## config.mk

```make
export PLATFORM = sky130hd
export DESIGN_NAME = ex_mem_skid_flat
export DESIGN_NICKNAME = d
export VERILOG_FILES = /design/src/rtl/ex_mem_skid_if.sv /design/src/rtl/ex_mem_skid.sv /design/src/flat_wrapper.sv
export SDC_FILE = /design/constraint.sdc
export NUM_CORES = 1
export LEC_CHECK = 0
export CORE_MARGIN = 2
export CORE_UTILIZATION = 49
export CTS_CLUSTER_DIAMETER = 60
export DETAILED_ROUTE_END_ITERATION = 8
export PLACE_DENSITY = 0.83
export RECOVER_POWER = 50
export SLEW_MARGIN = 20
export SYNTH_ARGS = -nofsm -noshare
export SYNTH_HDL_FRONTEND = slang
export SYNTH_SLANG_ARGS = --single-unit
```

## constraint.sdc

```tcl
create_clock -name clk_i -period 5.2 [get_ports clk_i]
set_clock_uncertainty 0.15 [all_clocks]
set_input_delay 0.78 -clock clk_i [delete_from_list [all_inputs] [get_ports clk_i]]
set_output_delay 0.78 -clock clk_i [all_outputs]
set_load 0.02 [all_outputs]
```

## src/rtl/ex_mem_skid_if.sv

```systemverilog
// EX->MEM valid/ready bus. The slave modport is the pipeline stage's view;
// the master modport is the view of the environment that drives EX and consumes on the MEM side.
interface ex_mem_skid_if #(
   parameter int BUS_W = 72
);
   logic             in_valid_i;
   logic             in_ready_o;
   logic [BUS_W-1:0] in_data_i;
   logic             out_valid_o;
   logic             out_ready_i;
   logic [BUS_W-1:0] out_data_o;

   modport slave (
      input  in_valid_i,
      output in_ready_o,
      input  in_data_i,
      output out_valid_o,
      input  out_ready_i,
      output out_data_o
   );

   modport master (
      output in_valid_i,
      input  in_ready_o,
      output in_data_i,
      input  out_valid_o,
      output out_ready_i,
      input  out_data_o
   );
endinterface

```

## src/rtl/ex_mem_skid.sv

```systemverilog
// EX->MEM two-entry skid stage. Latency is one cycle, and in_ready_o is a pure register output (!skid_v), so it never depends on out_ready_i.
// Defining EX_MEM_STALL_CNT_EN builds a 32-bit MEM stall-cycle counter; otherwise stall_cnt_o is tied to zero.
module ex_mem_skid #(
   parameter int BUS_W = 72
) (
   input  logic                clk_i,
   input  logic                rst_i,
   input  logic                flush_i,
   ex_mem_skid_if.slave        bus,
   output logic [31:0]         stall_cnt_o
);

   // The state encoding is {main_v, skid_v}, so the valid bits are simply the state bits.
   typedef enum logic [1:0] {
      EMPTY = 2'b00,
      ONE   = 2'b10,
      FULL  = 2'b11
   } state_t;

   state_t           state_q, state_d;
   logic [BUS_W-1:0] main_q, main_d;
   logic [BUS_W-1:0] skid_q, skid_d;

   logic main_v, skid_v;
   logic accept, drain;

   assign main_v = state_q[1];
   assign skid_v = state_q[0];

   assign bus.in_ready_o  = !skid_v;
   assign bus.out_valid_o = main_v;
   assign bus.out_data_o  = main_q;

   assign accept = bus.in_valid_i & !skid_v;
   assign drain  = main_v & bus.out_ready_i;

   always_ff @(posedge clk_i or posedge rst_i) begin
      if (rst_i) begin
         state_q <= EMPTY;
         main_q  <= '0;
         skid_q  <= '0;
      end else begin
         state_q <= state_d;
         main_q  <= main_d;
         skid_q  <= skid_d;
      end
   end

   always_comb begin
      state_d = state_q;
      main_d  = main_q;
      skid_d  = skid_q;

      case (state_q)
         EMPTY: begin
            if (accept) begin
               state_d = ONE;
               main_d  = bus.in_data_i;
            end
         end
         ONE: begin
            if (accept && drain) begin
               main_d = bus.in_data_i;
            end else if (accept) begin
               state_d = FULL;
               skid_d  = bus.in_data_i;
            end else if (drain) begin
               state_d = EMPTY;
            end
         end
         FULL: begin
            // in_ready_o is low here, so the only possible event is a drain that promotes skid into main.
            if (drain) begin
               state_d = ONE;
               main_d  = skid_q;
            end
         end
         default: begin
            state_d = EMPTY;
         end
      endcase

      // Flush overrides everything. A drain in the same cycle has already been taken by MEM.
      if (flush_i) begin
         state_d = EMPTY;
         main_d  = '0;
         skid_d  = '0;
      end
   end

`ifdef EX_MEM_STALL_CNT_EN
   logic [31:0] stall_q, stall_d;

   // The counter is deliberately insensitive to flush and wraps naturally at 32 bits.
   always_comb begin
      stall_d = stall_q;
      if (main_v && !bus.out_ready_i) begin
         stall_d = stall_q + 32'd1;
      end
   end

   always_ff @(posedge clk_i or posedge rst_i) begin
      if (rst_i) begin
         stall_q <= '0;
      end else begin
         stall_q <= stall_d;
      end
   end

   assign stall_cnt_o = stall_q;
`else
   assign stall_cnt_o = 32'd0;
`endif

endmodule

```

## src/flat_wrapper.sv

```systemverilog
// flat-port wrapper written by rule: the top's interface ports become plain ports
module ex_mem_skid_flat 
#(
   parameter int BUS_W = 72
)
  (clk_i, rst_i, flush_i, stall_cnt_o, bus_in_valid_i, bus_in_ready_o, bus_in_data_i, bus_out_valid_o, bus_out_ready_i, bus_out_data_o);
  ex_mem_skid_if #(.BUS_W(BUS_W)) bus_i ();
  input  logic clk_i;
  input  logic rst_i;
  input  logic flush_i;
  output logic [31:0] stall_cnt_o;
  input wire logic [$bits(bus_i.in_valid_i)-1:0] bus_in_valid_i;
  output wire logic [$bits(bus_i.in_ready_o)-1:0] bus_in_ready_o;
  input wire logic [$bits(bus_i.in_data_i)-1:0] bus_in_data_i;
  output wire logic [$bits(bus_i.out_valid_o)-1:0] bus_out_valid_o;
  input wire logic [$bits(bus_i.out_ready_i)-1:0] bus_out_ready_i;
  output wire logic [$bits(bus_i.out_data_o)-1:0] bus_out_data_o;
  assign bus_i.in_valid_i = bus_in_valid_i;
  assign bus_in_ready_o = bus_i.in_ready_o;
  assign bus_i.in_data_i = bus_in_data_i;
  assign bus_out_valid_o = bus_i.out_valid_o;
  assign bus_i.out_ready_i = bus_out_ready_i;
  assign bus_out_data_o = bus_i.out_data_o;
  ex_mem_skid #(.BUS_W(BUS_W)) u_core (.clk_i(clk_i), .rst_i(rst_i), .flush_i(flush_i), .bus(bus_i), .stall_cnt_o(stall_cnt_o));
endmodule
```

* Word-level counts from Yosys, hierarchy flattened
Cells that the tools add are included.
Operators by class: equal/unequal tests 8, muxes and demuxes 15, bitwise logic cells 2, reduce and logical (&&, ||, !) cells 9
Operators with widths (number):
- 2-to-1 mux 72 bit | 7
- case mux 72 bit (3 select lines) | 1
- 2-to-1 mux 2 bit | 6
- inequality test 3 x 2 -> 1 bit, second input constant | 3
- AND reduction 4 bit | 2
- case mux 2 bit (3 select lines) | 1
- == test 2 bit, second input constant | 2
- inequality test 4 x 2 -> 1 bit, second input constant | 1
- nonzero test 2 bit | 2
- nonzero test 4 bit | 1
- inequality test 3 bit, second input constant | 1
- AND reduction 3 bit | 1
- bitwise AND 1 bit | 2
- logical NOT 2 bit | 1
- inequality test 2 bit, second input constant | 1
- logical AND 1 bit | 1
- logical NOT 1 bit | 1
Word-level totals: flip-flop bits (word level) 146, input bits 77, output and inout bits 106, word-level logic and storage cells 37

* Longest topological paths before layout
Gate-level depths: netlist (run 1).
word-level depth 6, mapped depth 9, mapped depth without buffers 6

* Worst setup path before layout (run 1)
Ideal clock, no wire load.
kind flip-flop to flip-flop, from register u_core.state_q[0], to register u_core.main_q[16] (netlist: u_core.bus.out_data_o[16]), library setup time 0.075 ns, arrival time 2.018 ns, data required time 4.975 ns, setup slack 2.957 ns, cell stages (with the launch flop) 10, buffers on the path 3, period minus slack after synthesis 2.243 ns, path through dfrtp_1 inv_1 ha_1 clkbuf_2 nor2_1 a311oi_4 o21bai_1 buf_4 buf_4 o2bb2ai_2
Between the ends: cells in the longest elaborated chain, start to end 5, elaborated cells on any way between the ends 13, those cells by class eq/ne (5); mux (2); bitwise (1); reduce/logical (5)
RTL lines:
- start, declared | RTL line ex_mem_skid.sv:20 | state_t state_q, state_d;
- start signal, assigned | RTL line ex_mem_skid.sv:43 | state_q <= state_d;
- logical NOT 1 bit *
- net bus_in_ready_o | RTL line flat_wrapper.sv:13 | output wire logic [$bits(bus_i.in_ready_o)-1:0] bus_in_ready_o;
- bitwise AND 1 bit * | RTL line ex_mem_skid.sv:34 | assign accept = bus.in_valid_i & !skid_v;
- logical AND 1 bit | RTL line ex_mem_skid.sv:62 | if (accept && drain) begin
- inequality test 3 x 2 -> 1 bit (no source line)
- AND reduction 4 bit (no source line) *
- end signal, assigned | RTL line ex_mem_skid.sv:44 | main_q <= main_d;
- end, declared | RTL line ex_mem_skid.sv:21 | logic [BUS_W-1:0] main_q, main_d;
The timed path passes the listed nets; every way through them passes the cells marked *. A chain may end at the register's enable or synchronous reset.

* Worst setup path in the final report (run 1)
from register u_core.state_q[1], to register u_core.main_q[70] (netlist: u_core.bus.out_data_o[70])
Between the ends: cells in the longest elaborated chain, start to end 4, elaborated cells on any way between the ends 12, those cells by class eq/ne (5); mux (2); bitwise (1); reduce/logical (4)
RTL lines:
- bitwise AND 1 bit | RTL line ex_mem_skid.sv:35 | assign drain = main_v & bus.out_ready_i;
- logical AND 1 bit | RTL line ex_mem_skid.sv:62
- inequality test 3 x 2 -> 1 bit (no source line)
- AND reduction 4 bit (no source line)
Parallel ways exist; a longest one is shown, timed or not.

==> impl_metrics.ini, run 1 <==
[synthesis]
seq_area_frac_synth = 0.524
synth_edf_count = 0
synth.most_common_cell = dfrtp_1
synth_cell_types = 34
async_flop_share = 1.00
yosys-top-cells-area = dfrtp_1 (52%), o2bb2ai_2 (11%), mux2i_1 (10%)
synth_top_area_frac = 0.524
synth_common_cells = dfrtp_1 (146), a22o_1 (73), mux2i_1 (73)
synthCells = 504
syn_area_um2 = 6980
ys_seq_elements = 146
ys.flop_type = dfrtp_1
ys_warn_count = 0
avgSynthCellArea_um2 = 13.8
yosys.area.top_type = dfrtp_1

[floorplan]
core-area_um2 = 13900
die_w_um = 123
start_util = 0.503
die-area_um2 = 15200
die_height_um = 123
rows = 43
ioPinCount = 183

[detailed_routing]
viasPerCell = 5.85
antenna_left = 0
wl_per_cell_um = 20.6
drcViolationCount = 0
wirelength_mm = 17.0
dr.pass1.iters = 4
via_count = 4831
drt-initial-drc-count = 302

[clocking]
clkLatencyLatePin_ns = 0.42
cts_made_buffers = 17
cts_setup_buffers = 0
htree_levels = 4
clk_pin_slew_ns = 0.06
hold_buffers = 0
cts_root_buf = clkbuf_16
cts_buffer_depth = 2
cts.sinks = 146
cts_resized = 0
cts_tree = yes

[grt]
overflow = 0
grt_max_degree = 120
grt_pass1_vias = 4996
antenna_found_initial = 0
grt_usage = 0.230
grt_pass1_wl_mm = 26.5

[sta]
setup_viol = 0
tightest_slew_ns = 2.52
period_needed_ns = 3.71
finalCritPeriodShare = 0.713
timing.hold.ws_ns = 0.343
hold_viol_final = 0
slew_violations = 120
grt_setup_unrepaired = false
max_freq_ghz = 0.270
finalSetupTns_ns = 0
setup_ws_ns = 1.49
slew_headroom = -0.678

[finish]
final_nets = 715
antenna_cells = 0
final_layout_size_suffix_gt1_frac = 0.153
fill_cells = 1002
design_area_um2 = 8980
synthToLayoutAreaGrowth_pct = 28.7

[worst_setup_path]
arrival_ns = 3.81
cp_max_fo = 55
crit_path_end_kind = register
crit_required_ns = 5.30
startpoint_type = register
path_class = register to register

[place]
dpl_cell_area_um2 = 8380
place_congestion = 0.807
portBuffers = 150
pre_cts_slack_ns = 1.41
place_hpwl_mm = 10.3

[pwr]
peakVddDrop_mv = 0.356
leakagePower_uw = 0.00392
power.density_nw_per_um2 = 521

[run]
drv_cap = 1

[min_path]
hold_class = register to register

[run_status]
violations = capacitance limit, slew limit
run_status = complete, but fails checks
-- kinds of logic after synthesis --
| kind of cell | Yosys count | synth area share |
|---|---|---|
| buffers and inverters | 82 | 0.0805 |
| AO/OA/AOI/OAI | 153 | 0.238 |
| multiplexers | 73 | 0.105 |
| flip-flops | 146 | 0.524 |
| adder cells (fa/ha/maj) | 5 | 0.00897 |
| XOR/XNOR | 1 | 0.00126 |
| AND/OR/NAND/NOR | 43 | 0.0422 |
| other | 1 | 0.000538 |
-- critical path, stage by stage, from the launching register on --
cell and delay (ns):
dfrtp_1 0.53, ha_4 0.20, buf_4 0.67, a22o_1 0.76, or3_4 0.91, o2bb2ai_1 0.24
-- registers in the layout, summed over array words and instances (netlist names) --
register,count
u_core.bus.out_data_o,72
u_core.skid_q,72
u_core.state_q,2
-- cell usage in the layout (no fill, tap or decap), types with 2 or more instances in the layout --
cell type          n
a211o_1           17
a21oi_1            2
a22o_1            73
buf_4              8
bufinv_16          3
clkbuf_16         17
clkdlybuf4s50_1  112
clkinv_2           5
clkinv_4           4
clkinvlp_4         3
conb_1            32
dfrtp_1          146
dlygate4sd3_1     38
ha_1               4
inv_1              2
mux2i_1           73
nand2_1            3
nor3b_1           16
nor4_1            17
o2bb2ai_1          5
o2bb2ai_2         50
-- layout make-up --
type                    count  area [um2]  area share
inverters                   3        15.0     0.00167
multi-input cells         307        2930       0.326
clock buffers              18         429      0.0478
flip-flops and latches    146        3650       0.407
repair buffers            158        1560       0.174
well taps                 180         225      0.0251
clock inverters            14         165      0.0184
-- path summary, 6_finish.rpt --
kind,startpoint,endpoint,slack [ns],depth (start not counted)
min,u_core.bus.out_data_o[35],u_core.bus.out_data_o[35],0.34,1
min reg2reg,u_core.bus.out_data_o[35],u_core.bus.out_data_o[35],0.34,1
max,u_core.state_q[1],u_core.bus.out_data_o[70],1.49,5
max in group asynchronous,rst_i,u_core.skid_q[32],2.12,3
min in group asynchronous,rst_i,u_core.skid_q[20],1.45,2
max reg2reg,u_core.state_q[1],u_core.bus.out_data_o[70],1.49,5
-- stage by stage --
| stage | utilization | power, uW | instances |
|---|---|---|---|
| floorplan | - | 2810 | 535 |
| finish | 0.647 | 4680 | 826 |
| detailed placement | 0.604 | 3500 | 794 |
| global route | 0.647 | 4880 | 826 |
| global placement | 0.604 | 3440 | 794 |
| CTS | 0.647 | 4760 | 826 |
-- per-layer routing --
metal	wire length (um)	GRT usage	up-vias
li1	-	-	2136
met1	7590	0.321	2480
met2	8260	0.355	197
met3	990	0.0434	18
met4	195	0.0916	0
met5	0	0	-
-- report_power, final --
group / switching [uW] / total, uW / internal (uW) / leakage, uW
combinational: 960 / 1730 / 773 / 0.00166
clock: 487 / 1240 / 752 / 0.000289
sequential: 267 / 1710 / 1440 / 0.00197
total: 1710 / 4680 / 2970 / 0.00392
Note: power is estimated with default switching activity, not from simulation.
==> run 2: changes to the inputs <==
Settings changed: CORE_UTILIZATION 49 to 44, PLACE_DENSITY 0.83 to 0.79.
Clock period 5.2 ns to 3 ns, I/O delays scaled along.
==> run 2 against run 1 <==
- the flow now finishes without violations
- power increased by 76%
- critical path type unchanged
- sequential power increased by 71%
- wire length decreased by 0.42%
- first-iteration DRC count increased by 3.3%
- setup slack got worse by 1.3 ns
- largest cell class unchanged
- largest power group unchanged
- worst hold slack got worse by 0.0028 ns
==> impl_metrics.ini, run 2 (same netlist as run 1, synthesis figures left out) <==
[run_status]
run_status = finished clean

[worst_setup_path]
cp_cell_sequence = inv_1 > ha_1 > nor2_1 > a311oi_4 > buf_4 > o21bai_4 > buf_12 > o2bb2ai_1
arrival_ns = 2.94
reg2reg_depth = 8
crit_path_end_kind = register
critical_path.top_delay_family = buffers and inverters
cp.depth = 8
critPathMaxStageDelay_ns = 0.48
path_class = register to register
rrSetupSlack_ns = 0.24
startpoint_type = register
r2r_start = u_core.state_q[0]
crit_required_ns = 3.18
crit_buf_inv = 3
cp_max_fo = 56
reg2reg_to = u_core.bus.out_data_o[70]
cp_slowest_cell = dfrtp_1

[clocking]
cts_buffer_depth = 2
cts_resized = 0
cts_setup_buffers = 0
cts_tree = yes
hold_buffers = 0
htree_levels = 4
cts_made_buffers = 17
clkLatencyLatePin_ns = 0.41
clk_pin_slew_ns = 0.06
cts.sinks = 146
cts_root_buf = clkbuf_16

[finish]
fill_cells = 1244
final_nets = 722
synthToLayoutAreaGrowth_pct = 30.4
final_common_cell = dfrtp_1
antenna_cells = 0
final_layout_size_suffix_gt1_frac = 0.158
design_area_um2 = 9100
mostFrequentLayoutCells = dfrtp_1 (146), clkdlybuf4s50_1 (114), mux2i_1 (73), a22o_1 (73), o2bb2ai_2 (50)
finalNonFillerCells = 869

[sta]
grt_setup_unrepaired = false
finalSetupTns_ns = 0
period_needed_ns = 2.76
timing.hold.ws_ns = 0.341
slew_headroom = 0.319
slew_violations = 0
max_freq_ghz = 0.362
finalCritPeriodShare = 0.921
setup_viol = 0
hold_viol_final = 0
tightest_slew_ns = 1.02

[place]
dpl_cell_area_um2 = 8520
place_hpwl_mm = 10.5
place_congestion = 0.781
placed_cells = 837
portBuffers = 150

[floorplan]
die_w_um = 130
die_height_um = 130
start_util = 0.444
core-area_um2 = 15700
die-area_um2 = 16900
rows = 46
ioPinCount = 183

[min_path]
min_to = u_core.bus.out_data_o[67]
hp-start = u_core.bus.out_data_o[67]
hold_class = register to register
holdPathStages = 1

[detailed_routing]
via_count = 4851
antenna_left = 0
dr.pass1.iters = 4
drt-initial-drc-count = 312
drcViolationCount = 0
wirelength_mm = 17.0
wl_per_cell_um = 19.5
viasPerCell = 5.58

[grt]
antenna_found_initial = 0
grt_usage = 0.207
grt_pass1_vias = 5051
grt_pass1_wl_mm = 27.0
overflow = 0
grt_max_degree = 73

[run]
drv_cap = 0

[pwr]
peakVddDrop_mv = 0.475
p_total_uw = 8220
power.density_nw_per_um2 = 903
leakagePower_uw = 0.00394
-- run 2: area by class of cell --
| class | count | area [um2] | share of cell area |
|---|---|---|---|
| Sequential cell | 146 | 3650 | 0.402 |
| Clock inverter | 13 | 185 | 0.0204 |
| Tap cell | 216 | 270 | 0.0297 |
| Multi-Input combinational cell | 307 | 2920 | 0.321 |
| Inverter | 3 | 12.5 | 0.00138 |
| Timing Repair Buffer | 165 | 1620 | 0.178 |
| Clock buffer | 19 | 433 | 0.0476 |
-- run 2: worst max path at each step --
stage                            from                        end  slack, ns
global placement       bus_in_valid_i  u_core.bus.out_data_o[70]       0.22
global route        u_core.state_q[0]  u_core.bus.out_data_o[70]       0.04
finish              u_core.state_q[0]  u_core.bus.out_data_o[70]       0.24
CTS                 u_core.state_q[0]  u_core.bus.out_data_o[68]       0.24
detailed placement     bus_in_valid_i  u_core.bus.out_data_o[67]       0.18
floorplan                       rst_i   u_core.bus.out_data_o[0]       0.57
-- run 2: where the power goes --
| group | switching, uW | leakage, uW | total (uW) | internal, uW |
|---|---|---|---|---|
| logic | 1690 | 0.00168 | 3070 | 1380 |
| registers | 434 | 0.00197 | 2930 | 2500 |
| clock network | 827 | 0.000286 | 2220 | 1390 |
-- run 2: metrics by stage --
stage / utilization / setup WS (ns)
detailed placement: 0.542 / 0.179
finish: 0.579 / 0.238
global placement: 0.542 / 0.219
floorplan: - / 0.567
global route: 0.579 / 0.0420
CTS: 0.581 / 0.236
-- run 2: per-layer routing --
layer,GRT usage,vias up,part of all wire
li1,-,2151,-
met1,0.275,2509,0.44
met2,0.326,165,0.48
met3,0.0545,26,0.064
met4,0.0803,0,0.015
met5,0,-,0
-- run 2: worst reg2reg max path, cell delays in order (launching register included) --
cell and delay, ns:
dfrtp_1 0.48, inv_1 0.16, ha_1 0.36, nor2_1 0.13, a311oi_4 0.28, buf_4 0.37
o21bai_4 0.21, buf_12 0.37, o2bb2ai_1 0.18
==> run 3: changes to the inputs <==
--- a/config.mk
+++ b/config.mk
@@ -13,3 +13,2 @@
 export RECOVER_POWER = 50
-export SLEW_MARGIN = 20
 export SYNTH_ARGS = -nofsm -noshare
--- a/constraint.sdc
+++ b/constraint.sdc
@@ -4,2 +4,2 @@
 set_output_delay 0.45 -clock clk_i [all_outputs]
-set_load 0.02 [all_outputs]
+set_load 0.005 [all_outputs]
==> run 3 against run 2 <==
- via count grew 0.10%
- sequential power about the same
- maximum frequency increased by 0.46%
- critical endpoint unchanged
==> impl_metrics.ini, run 3 (same netlist as run 1, synthesis figures left out) <==
[sta]
finalSetupTns_ns = 0
period_needed_ns = 2.75
slew_violations = 0
setup_viol = 0
tightest_slew_ns = 1.03
slew_headroom = 0.316
grt_setup_unrepaired = false
finalCritPeriodShare = 0.916
max_freq_ghz = 0.364
timing.hold.ws_ns = 0.341
hold_viol_final = 0

[grt]
grt_pass1_wl_mm = 27.0
grt_pass1_vias = 5051
grt_usage = 0.207
overflow = 0
grt_max_degree = 73
antenna_found_initial = 0

[clocking]
cts_buffer_depth = 2
cts_setup_buffers = 0
hold_buffers = 0
cts_tree = yes
cts_resized = 0
cts.sinks = 146
htree_levels = 4
cts_root_buf = clkbuf_16
clk_pin_slew_ns = 0.06
clkLatencyLatePin_ns = 0.41
cts_made_buffers = 17

[floorplan]
core-area_um2 = 15700
start_util = 0.444
ioPinCount = 183
die-area_um2 = 16900
die_w_um = 130
rows = 46
die_height_um = 130

[finish]
mostFrequentLayoutCells = dfrtp_1 (146), clkdlybuf4s50_1 (112), mux2i_1 (73), a22o_1 (73), o2bb2ai_2 (50)
final_util = 0.580
final_layout_size_suffix_gt1_frac = 0.161
synthToLayoutAreaGrowth_pct = 30.6
finalNonFillerCells = 869
antenna_cells = 0
design_area_um2 = 9110
final_nets = 722
final_common_cell = dfrtp_1

[detailed_routing]
dr.pass1.iters = 5
wl_per_cell_um = 19.4
drt-initial-drc-count = 308
antenna_left = 0
wirelength_mm = 16.9
via_count = 4856
drcViolationCount = 0
viasPerCell = 5.59

[worst_setup_path]
path_class = register to register
crit_path_end_kind = register
startpoint_type = register
cp_slowest_cell = dfrtp_1
arrival_ns = 2.93
crit_required_ns = 3.18
cp_cell_sequence = inv_1 > ha_1 > nor2_1 > a311oi_4 > buf_4 > o21bai_4 > buf_12 > o2bb2ai_1
critPathMaxStageDelay_ns = 0.47
cp_max_fo = 56

[run]
drv_cap = 0

[pwr]
peakVddDrop_mv = 0.474
power.density_nw_per_um2 = 847
leakagePower_uw = 0.00395

[min_path]
hold_class = register to register

[run_status]
run_status = finished clean

[place]
dpl_cell_area_um2 = 8520
place_hpwl_mm = 10.5
placed_cells = 837
place_congestion = 0.781
portBuffers = 150
## run 3: changes by cell type in the layout (fill, tap and decap cells not counted), sizes merged
cell / delta
clkbuf: -1
clkdlybuf4s50: -2
buf: +1
dlygate4sd3: +2
## run 3: final timing paths
path / cells past startpoint / startpoint / slack, ns / end
worst min-delay path: 1 / u_core.bus.out_data_o[67] / 0.34 / u_core.bus.out_data_o[67]
worst max-delay path: 8 / u_core.state_q[0] / 0.25 / u_core.bus.out_data_o[70]
worst max register to register: 8 / u_core.state_q[0] / 0.25 / u_core.bus.out_data_o[70]
min in group asynchronous: 2 / rst_i / 0.51 / u_core.skid_q[21]
max in group asynchronous: 3 / rst_i / 0.75 / u_core.skid_q[65]
worst min register to register: 1 / u_core.bus.out_data_o[67] / 0.34 / u_core.bus.out_data_o[67]
## run 3: layout make-up
| cell class | count | area (um2) |
|---|---|---|
| Tap cell | 216 | 270 |
| Timing Repair Buffer | 165 | 1630 |
| Clock buffer | 19 | 433 |
| Fill cell | 1241 | 6610 |
| Sequential cell | 146 | 3650 |
| Clock inverter | 13 | 185 |
| Multi-Input combinational cell | 307 | 2930 |
| Inverter | 3 | 12.5 |
## run 3: worst max-delay path, delay by kind of cell (launching register included)
family	cells	cell delay [ns]
buf+inv	3	0.88
compound gates	3	0.64
flops	1	0.47
fa+ha+maj	1	0.36
simple gates	1	0.13
## run 3: through the flow
stage | power [uW] | setup WS (ns)
2_1_floorplan | 4370 | 0.567
6_report | 7710 | 0.251
5_1_grt | 8110 | 0.0448
3_5_place_dp | 5590 | 0.179
3_3_place_gp | 5510 | 0.219
4_1_cts | 7870 | 0.236
## run 3: report_power, final
group / switching (uW) / internal, uW
Clock: 827 / 1390
Sequential: 432 / 2500
Combinational: 1190 / 1370
Total: 2450 / 5260
## run 3: layer usage
metal  up-vias  part of all wire  track usage
met1      2521              0.44        0.275
li1       2149                 -            -
met5         -                 0            0
met3        24             0.058       0.0545
met2       162              0.48        0.326
met4         0             0.017       0.0803
